### src/rtl/itch_payload_assembler.sv
// ITCH byte-stream to 512-bit left-aligned payload assembler for the message-type decoders.
// Optional statistics counters are enabled with `define ITCH_ASSEMBLER_STATS_EN.
module itch_payload_assembler #(
    parameter int MAX_BYTES = 64,
    parameter int LEN_W     = 7
) (
    input  logic                   clk,
    input  logic                   rst_n,
    input  logic                   in_valid,
    input  logic                   in_sop,
    input  logic [7:0]             in_byte,
    output logic                   valid,
    output logic [MAX_BYTES*8-1:0] payload,
    output logic [LEN_W-1:0]       msg_len,
    output logic                   abort_err,
    output logic                   unknown_type
`ifdef ITCH_ASSEMBLER_STATS_EN
    ,
    output logic [31:0]            msg_count,
    output logic [15:0]            abort_count,
    output logic [15:0]            unknown_count
`endif
);

    localparam int PW = MAX_BYTES * 8;
    localparam int IW = $clog2(PW);

    typedef enum logic [1:0] {
        IDLE    = 2'd0,
        COLLECT = 2'd1,
        DROP    = 2'd2
    } state_t;

    state_t           state_r, state_s;
    logic [LEN_W-1:0] cnt_r, cnt_s;
    logic [LEN_W-1:0] target_r, target_s;
    logic [PW-1:0]    buf_r, buf_s;
    logic [PW-1:0]    payload_r, payload_s;
    logic [LEN_W-1:0] msg_len_r, msg_len_s;
    logic             valid_r, valid_s;
    logic             abort_r, abort_s;
    logic             unknown_r, unknown_s;
    logic [LEN_W-1:0] sop_len_s;
    logic [IW-1:0]    wr_pos_s;

    // Total message length including the type byte; zero marks an unknown type.
    function automatic logic [LEN_W-1:0] type_len(input logic [7:0] t);
        case (t)
            8'h41:   type_len = LEN_W'(36);
            8'h46:   type_len = LEN_W'(40);
            8'h45:   type_len = LEN_W'(31);
            8'h58:   type_len = LEN_W'(23);
            8'h44:   type_len = LEN_W'(19);
            8'h55:   type_len = LEN_W'(35);
            default: type_len = LEN_W'(0);
        endcase
    endfunction

    assign sop_len_s = type_len(in_byte);
    assign wr_pos_s  = IW'(PW - 8) - IW'({cnt_r, 3'b000});

    // Next-state, buffer write and pulse generation.
    always_comb begin
        state_s   = state_r;
        cnt_s     = cnt_r;
        target_s  = target_r;
        buf_s     = buf_r;
        payload_s = payload_r;
        msg_len_s = msg_len_r;
        valid_s   = 1'b0;
        abort_s   = 1'b0;
        unknown_s = 1'b0;
        if (in_valid) begin
            if (in_sop) begin
                // A new start inside COLLECT truncates the message in flight.
                if (state_r == COLLECT) begin
                    abort_s = 1'b1;
                end else begin
                    abort_s = 1'b0;
                end
                if (sop_len_s != LEN_W'(0)) begin
                    buf_s    = {in_byte, {(PW - 8){1'b0}}};
                    cnt_s    = LEN_W'(1);
                    target_s = sop_len_s;
                    state_s  = COLLECT;
                end else begin
                    unknown_s = 1'b1;
                    state_s   = DROP;
                end
            end else begin
                case (state_r)
                    COLLECT: begin
                        buf_s[wr_pos_s +: 8] = in_byte;
                        cnt_s                = cnt_r + LEN_W'(1);
                        if (cnt_r == target_r - LEN_W'(1)) begin
                            payload_s = buf_s;
                            msg_len_s = target_r;
                            valid_s   = 1'b1;
                            state_s   = IDLE;
                        end else begin
                            state_s   = COLLECT;
                        end
                    end
                    default: state_s = state_r;
                endcase
            end
        end else begin
            state_s = state_r;
        end
    end

    // State and output registers.
    always_ff @(posedge clk or negedge rst_n) begin
        if (!rst_n) begin
            state_r   <= IDLE;
            cnt_r     <= LEN_W'(0);
            target_r  <= LEN_W'(0);
            buf_r     <= {PW{1'b0}};
            payload_r <= {PW{1'b0}};
            msg_len_r <= LEN_W'(0);
            valid_r   <= 1'b0;
            abort_r   <= 1'b0;
            unknown_r <= 1'b0;
        end else begin
            state_r   <= state_s;
            cnt_r     <= cnt_s;
            target_r  <= target_s;
            buf_r     <= buf_s;
            payload_r <= payload_s;
            msg_len_r <= msg_len_s;
            valid_r   <= valid_s;
            abort_r   <= abort_s;
            unknown_r <= unknown_s;
        end
    end

    assign valid        = valid_r;
    assign payload      = payload_r;
    assign msg_len      = msg_len_r;
    assign abort_err    = abort_r;
    assign unknown_type = unknown_r;

`ifdef ITCH_ASSEMBLER_STATS_EN
    logic [31:0] msg_cnt_r;
    logic [15:0] abort_cnt_r;
    logic [15:0] unknown_cnt_r;

    // Saturating event counters, updated on the same edge as their pulse.
    always_ff @(posedge clk or negedge rst_n) begin
        if (!rst_n) begin
            msg_cnt_r     <= 32'd0;
            abort_cnt_r   <= 16'd0;
            unknown_cnt_r <= 16'd0;
        end else begin
            if (valid_s && (msg_cnt_r != {32{1'b1}})) begin
                msg_cnt_r <= msg_cnt_r + 32'd1;
            end else begin
                msg_cnt_r <= msg_cnt_r;
            end
            if (abort_s && (abort_cnt_r != {16{1'b1}})) begin
                abort_cnt_r <= abort_cnt_r + 16'd1;
            end else begin
                abort_cnt_r <= abort_cnt_r;
            end
            if (unknown_s && (unknown_cnt_r != {16{1'b1}})) begin
                unknown_cnt_r <= unknown_cnt_r + 16'd1;
            end else begin
                unknown_cnt_r <= unknown_cnt_r;
            end
        end
    end

    assign msg_count     = msg_cnt_r;
    assign abort_count   = abort_cnt_r;
    assign unknown_count = unknown_cnt_r;
`endif

endmodule
### config.mk
export PLATFORM = sky130hd
export DESIGN_NAME = itch_payload_assembler
export DESIGN_NICKNAME = d
export VERILOG_FILES = /design/src/rtl/itch_payload_assembler.sv
export SDC_FILE = /design/constraint.sdc
export NUM_CORES = 2
export LEC_CHECK = 0
export BUFFER_PORTS_ARGS = -buffer_cell sky130_fd_sc_hd__buf_2
export CAP_MARGIN = 20
export CORE_MARGIN = 5
export CORE_UTILIZATION = 35
export DETAILED_ROUTE_END_ITERATION = 6
export PLACE_DENSITY = 0.56
export SLEW_MARGIN = 20
export SYNTH_ARGS = -nofsm -noshare
export SYNTH_HDL_FRONTEND = slang
export SYNTH_SLANG_ARGS = --single-unit
### constraint.sdc
create_clock -name clk -period 4.6 [get_ports clk]
set_input_delay 0.46 -clock clk [delete_from_list [all_inputs] [get_ports clk]]
set_output_delay 0.46 -clock clk [all_outputs]
set_load 0.1 [all_outputs]
==> After elaboration in Yosys (flattened, before gate mapping) <==
Cells that the tools add are included.
{ "classes": {"addsub": 4, "eq_ne": 9, "shifts": 2, "mux": 22, "n_bitwise": 1, "n_reduce_logical": 6} }
{ "ops": {"columns": ["operator", "n"], "rows": [
  ["$mux W512", 3],
  ["$bwmux W512", 1],
  ["$shift A8 B11 Y512 const A", 1],
  ["$shiftx A8 B11 Y512", 1],
  ["$eq A8 B7 Y1 const B", 6],
  ["$pmux W6 S6", 1],
  ["$mux W7", 3],
  ["$mux W1", 11],
  ["$neg A9 Y11", 1],
  ["$sub A9 B9 Y9 const A", 1],
  ["$add A7 B1 Y7 const B", 1],
  ["$eq A7 B7 Y1", 1],
  ["$reduce_bool A7 Y1", 1],
  ["$sub A7 B1 Y7 const B", 1],
  ["$mux W2", 3],
  ["$reduce_and A3 Y1", 2],
  ["$reduce_and A4 Y1", 1],
  ["$eq A2 B1 Y1 const B", 1],
  ["$ne A2 B1 Y1 const B", 1],
  ["$reduce_and A2 Y1", 1],
  ["$reduce_bool A2 Y1", 1],
  ["$not A1 Y1", 1]
]} }
{ "totals": {"register_bits": 1050, "in_bits": 12, "out_inout_bits": 522, "word_cells": 53} }

==> Logic depth before layout (Yosys ltp) <==
{ "depth": {"depth_word": 6, "ltp_mapped": 12, "ltp_nobuf": 9} }

==> Worst setup path after synthesis <==
No wires, ideal clock.
{ "synth_path": {"path_type": "register -> register", "startpoint": "register cnt_r[0]", "endpoint": "register payload_r[240] (netlist: payload[240])", "arrival_time_ps": 2822, "required_time_ps": 4469, "setup_slack_ps": 1647, "stages_incl_launch_ff": 12, "path_buffers": 5, "synth_period_minus_slack_ps": 2953, "cell_sequence": "dfrtp_1 buf_2 buf_1 inv_1 ha_1 clkbuf_1 clkbuf_1 nand2_1 buf_2 nor2_2 mux2i_1 o21ai_1"} }
{ "synth_between": {"elab_chain_len": 4, "elab_cells_between_ends": 7} }
{ "synth_lines": {"columns": ["item", "line", "text"], "rows": [
  ["start, declared", "35", "logic [LEN_W-1:0] cnt_r, cnt_s;"],
  ["start signal, assigned", "126", "cnt_r <= cnt_s;"],
  ["$sub A9 B9 Y9", "60", "assign wr_pos_s = IW'(PW - 8) - IW'({cnt_r, 3'b000});"],
  ["$neg A9 Y11", "93", "buf_s[wr_pos_s +: 8] = in_byte;"],
  ["$shiftx A8 B11 Y512 / $shift A8 B11 Y512 (equally long branches)", "93", null],
  ["$bwmux W512", "93", null],
  ["end signal, assigned", "119", "payload_r <= {PW{1'b0}};"],
  ["end signal, assigned", "129", "payload_r <= payload_s;"],
  ["end, declared", "38", "logic [PW-1:0] payload_r, payload_s;"]
]} }
Several ways; a longest one is shown, not always the timed one.
A chain may end at the register's enable or synchronous reset.

==> Worst setup path in the final report <==
{ "layout_path": {"startpoint": "register cnt_r[0]", "endpoint": "register payload_r[426] (netlist: payload[426])"} }
Same word-level chain as after synthesis.

==> impl_metrics.py <==
metrics = {
    "logic_synthesis": {
        "proportion_of_synthesized_chip_area_in_sequential_cells_pct": 56.8,
        "syn_area_per_cell_um2": 10.2,
        "yosys-top-cells-count": "dfrtp_1, nand2_1, o21ai_0",
        "yosys.area.top_type_share_pct": 56.8,
        "post_synthesis_instance_area_um2": 46100,
        "cell_types_occupying_the_most_area_after_synthesis": "dfrtp_1, nand2_1, mux2i_1",
        "netlist-cell-type-count": 76,
        "synth_async_sr_flop_share_pct": 100,
        "yosys.area.top_type": "dfrtp_1",
        "netlist_instances": 4516,
        "yosysWarnings": 0,
        "synth_top_flop_cell": "dfrtp_1",
        "ys_seq_elements": 1046,
        "post-synth-top-count-cell": "dfrtp_1",
        "synth_enable_flop_cells": 0,
        "syn_nets": 4532,
    },
    "timing": {
        "min_period_ns": 3.70,
        "maxClockFrequency_mhz": 270,
        "setup_repair_after_global_routing_missed_its_margin": "no",
        "timing.final.crit_share_pct": 80.4,
        "finalClockSkew_ns": 0.0321,
        "slew_violations": 0,
        "final_hold_viol_count": 0,
        "setup_total_negative_slack_ns": 0,
        "worst_slew_margin_rel_pct": 31.8,
        "setup_violations": 0,
        "tightestPinTransition_ns": 1.02,
    },
    "clocking": {
        "clock_latency_ns": 0.76,
        "post_cts_resize_count": 0,
        "post_cts_setup_buffers": 0,
        "clock_buffer_count_from_cts": 115,
        "cts.sinks": 1046,
        "clk_path_buf_depth": 3,
        "cts_max_level": 3,
        "clk_pin_slew_ns": 0.06,
        "post_cts_hold_buffer_count": 3,
        "tritoncts": "yes",
        "cts-root-buf": "clkbuf_16",
    },
    "floorplan": {
        "io_pins": 534,
        "die_height_um": 373,
        "coreArea_um2": 131000,
        "start_util_pct": 35.1,
        "die_area_um2": 139000,
        "placementRows": 133,
        "floorplan.die.width_um": 373,
    },
    "pwr": {
        "powerDensity_nw_per_um2": 389,
        "power_leakage_nw": 24.6,
        "report.power.total_mw": 21.2,
        "irDropWorstVdd_v": 0.000296,
    },
    "route": {
        "final_antenna_net_count": 0,
        "drt_drc_violations_left": 0,
        "iter_0_drt_violations": 3526,
        "route.detailed.wl_per_inst_um": 24.9,
        "route.vias.total": 37200,
        "drtPass1Iterations": 6,
        "wire_length_reported_by_the_detailed_router_um": 169000,
        "avgViaCountPerCell": 5.50,
    },
    "critical_path": {
        "start_to_end_type_of_the_worst_setup_path": "reg -> reg",
        "end_kind": "flip-flop",
        "critPathMaxFanout": 39,
        "critPathRequiredTime_ns": 5.20,
        "r2r.worst_path.cells": 9,
        "cp_data_arrival_time_ns": 4.29,
        "setup.worst_path.start_class": "flip-flop",
    },
    "status": {
        "result_of_the_run": "finished, final reports clean",
    },
    "placement": {
        "dpl.cell_count": 6544,
        "hpwl_um": 114000,
        "placement.io_buffers": 532,
        "place_congestion": 0.832,
    },
    "final_layout": {
        "fin_cells": 6764,
        "fin_nets": 4925,
        "share_of_final_layout_standard_cells_stronger_than_drive_strength_1_pct": 18.7,
        "flow.area_growth_from_synthesis_pct": 18.3,
    },
    "grt": {
        "pin_count_of_the_biggest_net_entering_global_routing": 174,
        "grt_pass1_wl_um": 249000,
        "vias_in_the_first_global_route": 36300,
        "global_route.overflow_total": 0,
        "antenna_found_initial": 5,
        "grt_util_all_layers_pct": 23.5,
    },
    "run": {
        "drv.max_cap_violation_count": 0,
    },
    "hold_path": {
        "worstHoldPathType": "in -> reg",
        "min_delay_path_depth": 3,
    },
}
[cell families after synthesis]
logic type	count (synthesis)	synth area share [%]
compound gates	1454	20.4
simple gates	1297	11.9
flops	1046	56.8
buf+inv	407	3.99
mux	295	6.41
xor+xnor	12	0.310
fa+ha+maj	4	0.109
other cells	1	0.00814
[per-layer routing]
layer | GRT usage (%) | up-vias | wire (um)
met5 | 0 | - | 0
met4 | 8.12 | 0 | 6130
met3 | 4.39 | 263 | 9890
met2 | 36.2 | 1234 | 76600
met1 | 33.2 | 18800 | 76000
li1 | - | 16900 | -
[placed cells by master (no fill, tap or decap), types with 24 or more instances in the layout]
master     instances
buf_2            523
clkinv_2          24
clkbuf_16        116
mux2i_1          295
a32o_1            72
a32oi_1           78
a31oi_1           43
dfrtp_1         1046
nand3_1           63
clkbuf_8          24
o2bb2ai_1         48
o21ai_1           28
a21oi_1          224
and2_1            29
o21ai_0          574
nand2_1          819
a22oi_1          138
buf_4            121
a22o_1           168
nor2_1           246
[worst max-delay path, stage by stage, from the launching register on]
cell and delay, ns:
dfrtp_1 0.38, ha_1 0.42, buf_4 0.28, or2_2 0.28
a21oi_1 0.15, o211a_2 0.68, buf_12 0.29, and3_1 0.56
mux2i_1 0.28, a21oi_1 0.10
[through the flow]
step                      setup WS (ns)  hold slack [ns]  cell area (um2)  util [%]
after global placement             1.06            0.449            50500      38.5
after detailed placement           1.01            0.450            50500      38.5
final                             0.902            0.120            54500      41.6
after CTS                         0.965           0.0386            54500      41.6
after floorplan                    1.65            0.164            46100         -
after global routing              0.759            0.104            54500      41.6
[flip-flops by register name, indices dropped and copies added (netlist names)]
signal        flops
abort_err         1
buf_r           512
cnt_r             7
msg_len           5
payload         512
state_r           2
target_r          5
unknown_type      1
valid             1
[area by class of cell]
cell class                 instances  area [um2]
timing repair buffer             666        3930
tap                             1755        2200
multi-input combinational       3063       18200
clock buffer                     162        3320
antenna                            3        7.51
sequential                      1046       26200
clock inverter                    52         648
inverter                          17        68.8
fill                           12900       76600
[final timing paths]
| kind | start | end | slack, ns |
|---|---|---|---|
| max | cnt_r[0]$_DFFE_PN0P_ | payload[426]$_DFFE_PN0P_ | 0.90 |
| min | in_sop | state_r[0]$_DFFE_PN0P_ | 0.12 |
| max reg2reg | cnt_r[0]$_DFFE_PN0P_ | payload[426]$_DFFE_PN0P_ | 0.90 |
| min reg2reg | msg_len[4]$_DFFE_PN0P_ | msg_len[4]$_DFFE_PN0P_ | 0.46 |
| max in group asynchronous | rst_n | payload[290]$_DFFE_PN0P_ | 2.82 |
| min in group asynchronous | rst_n | buf_r[82]$_DFFE_PN0P_ | 0.41 |
[report_power, final]
group	internal, mW	total (mW)	switching, mW
clock	5.75	9.76	4.02
combinational	0.432	2.18	1.75
sequential	9.22	9.26	0.0376
Power figures use the tool's default switching activity.
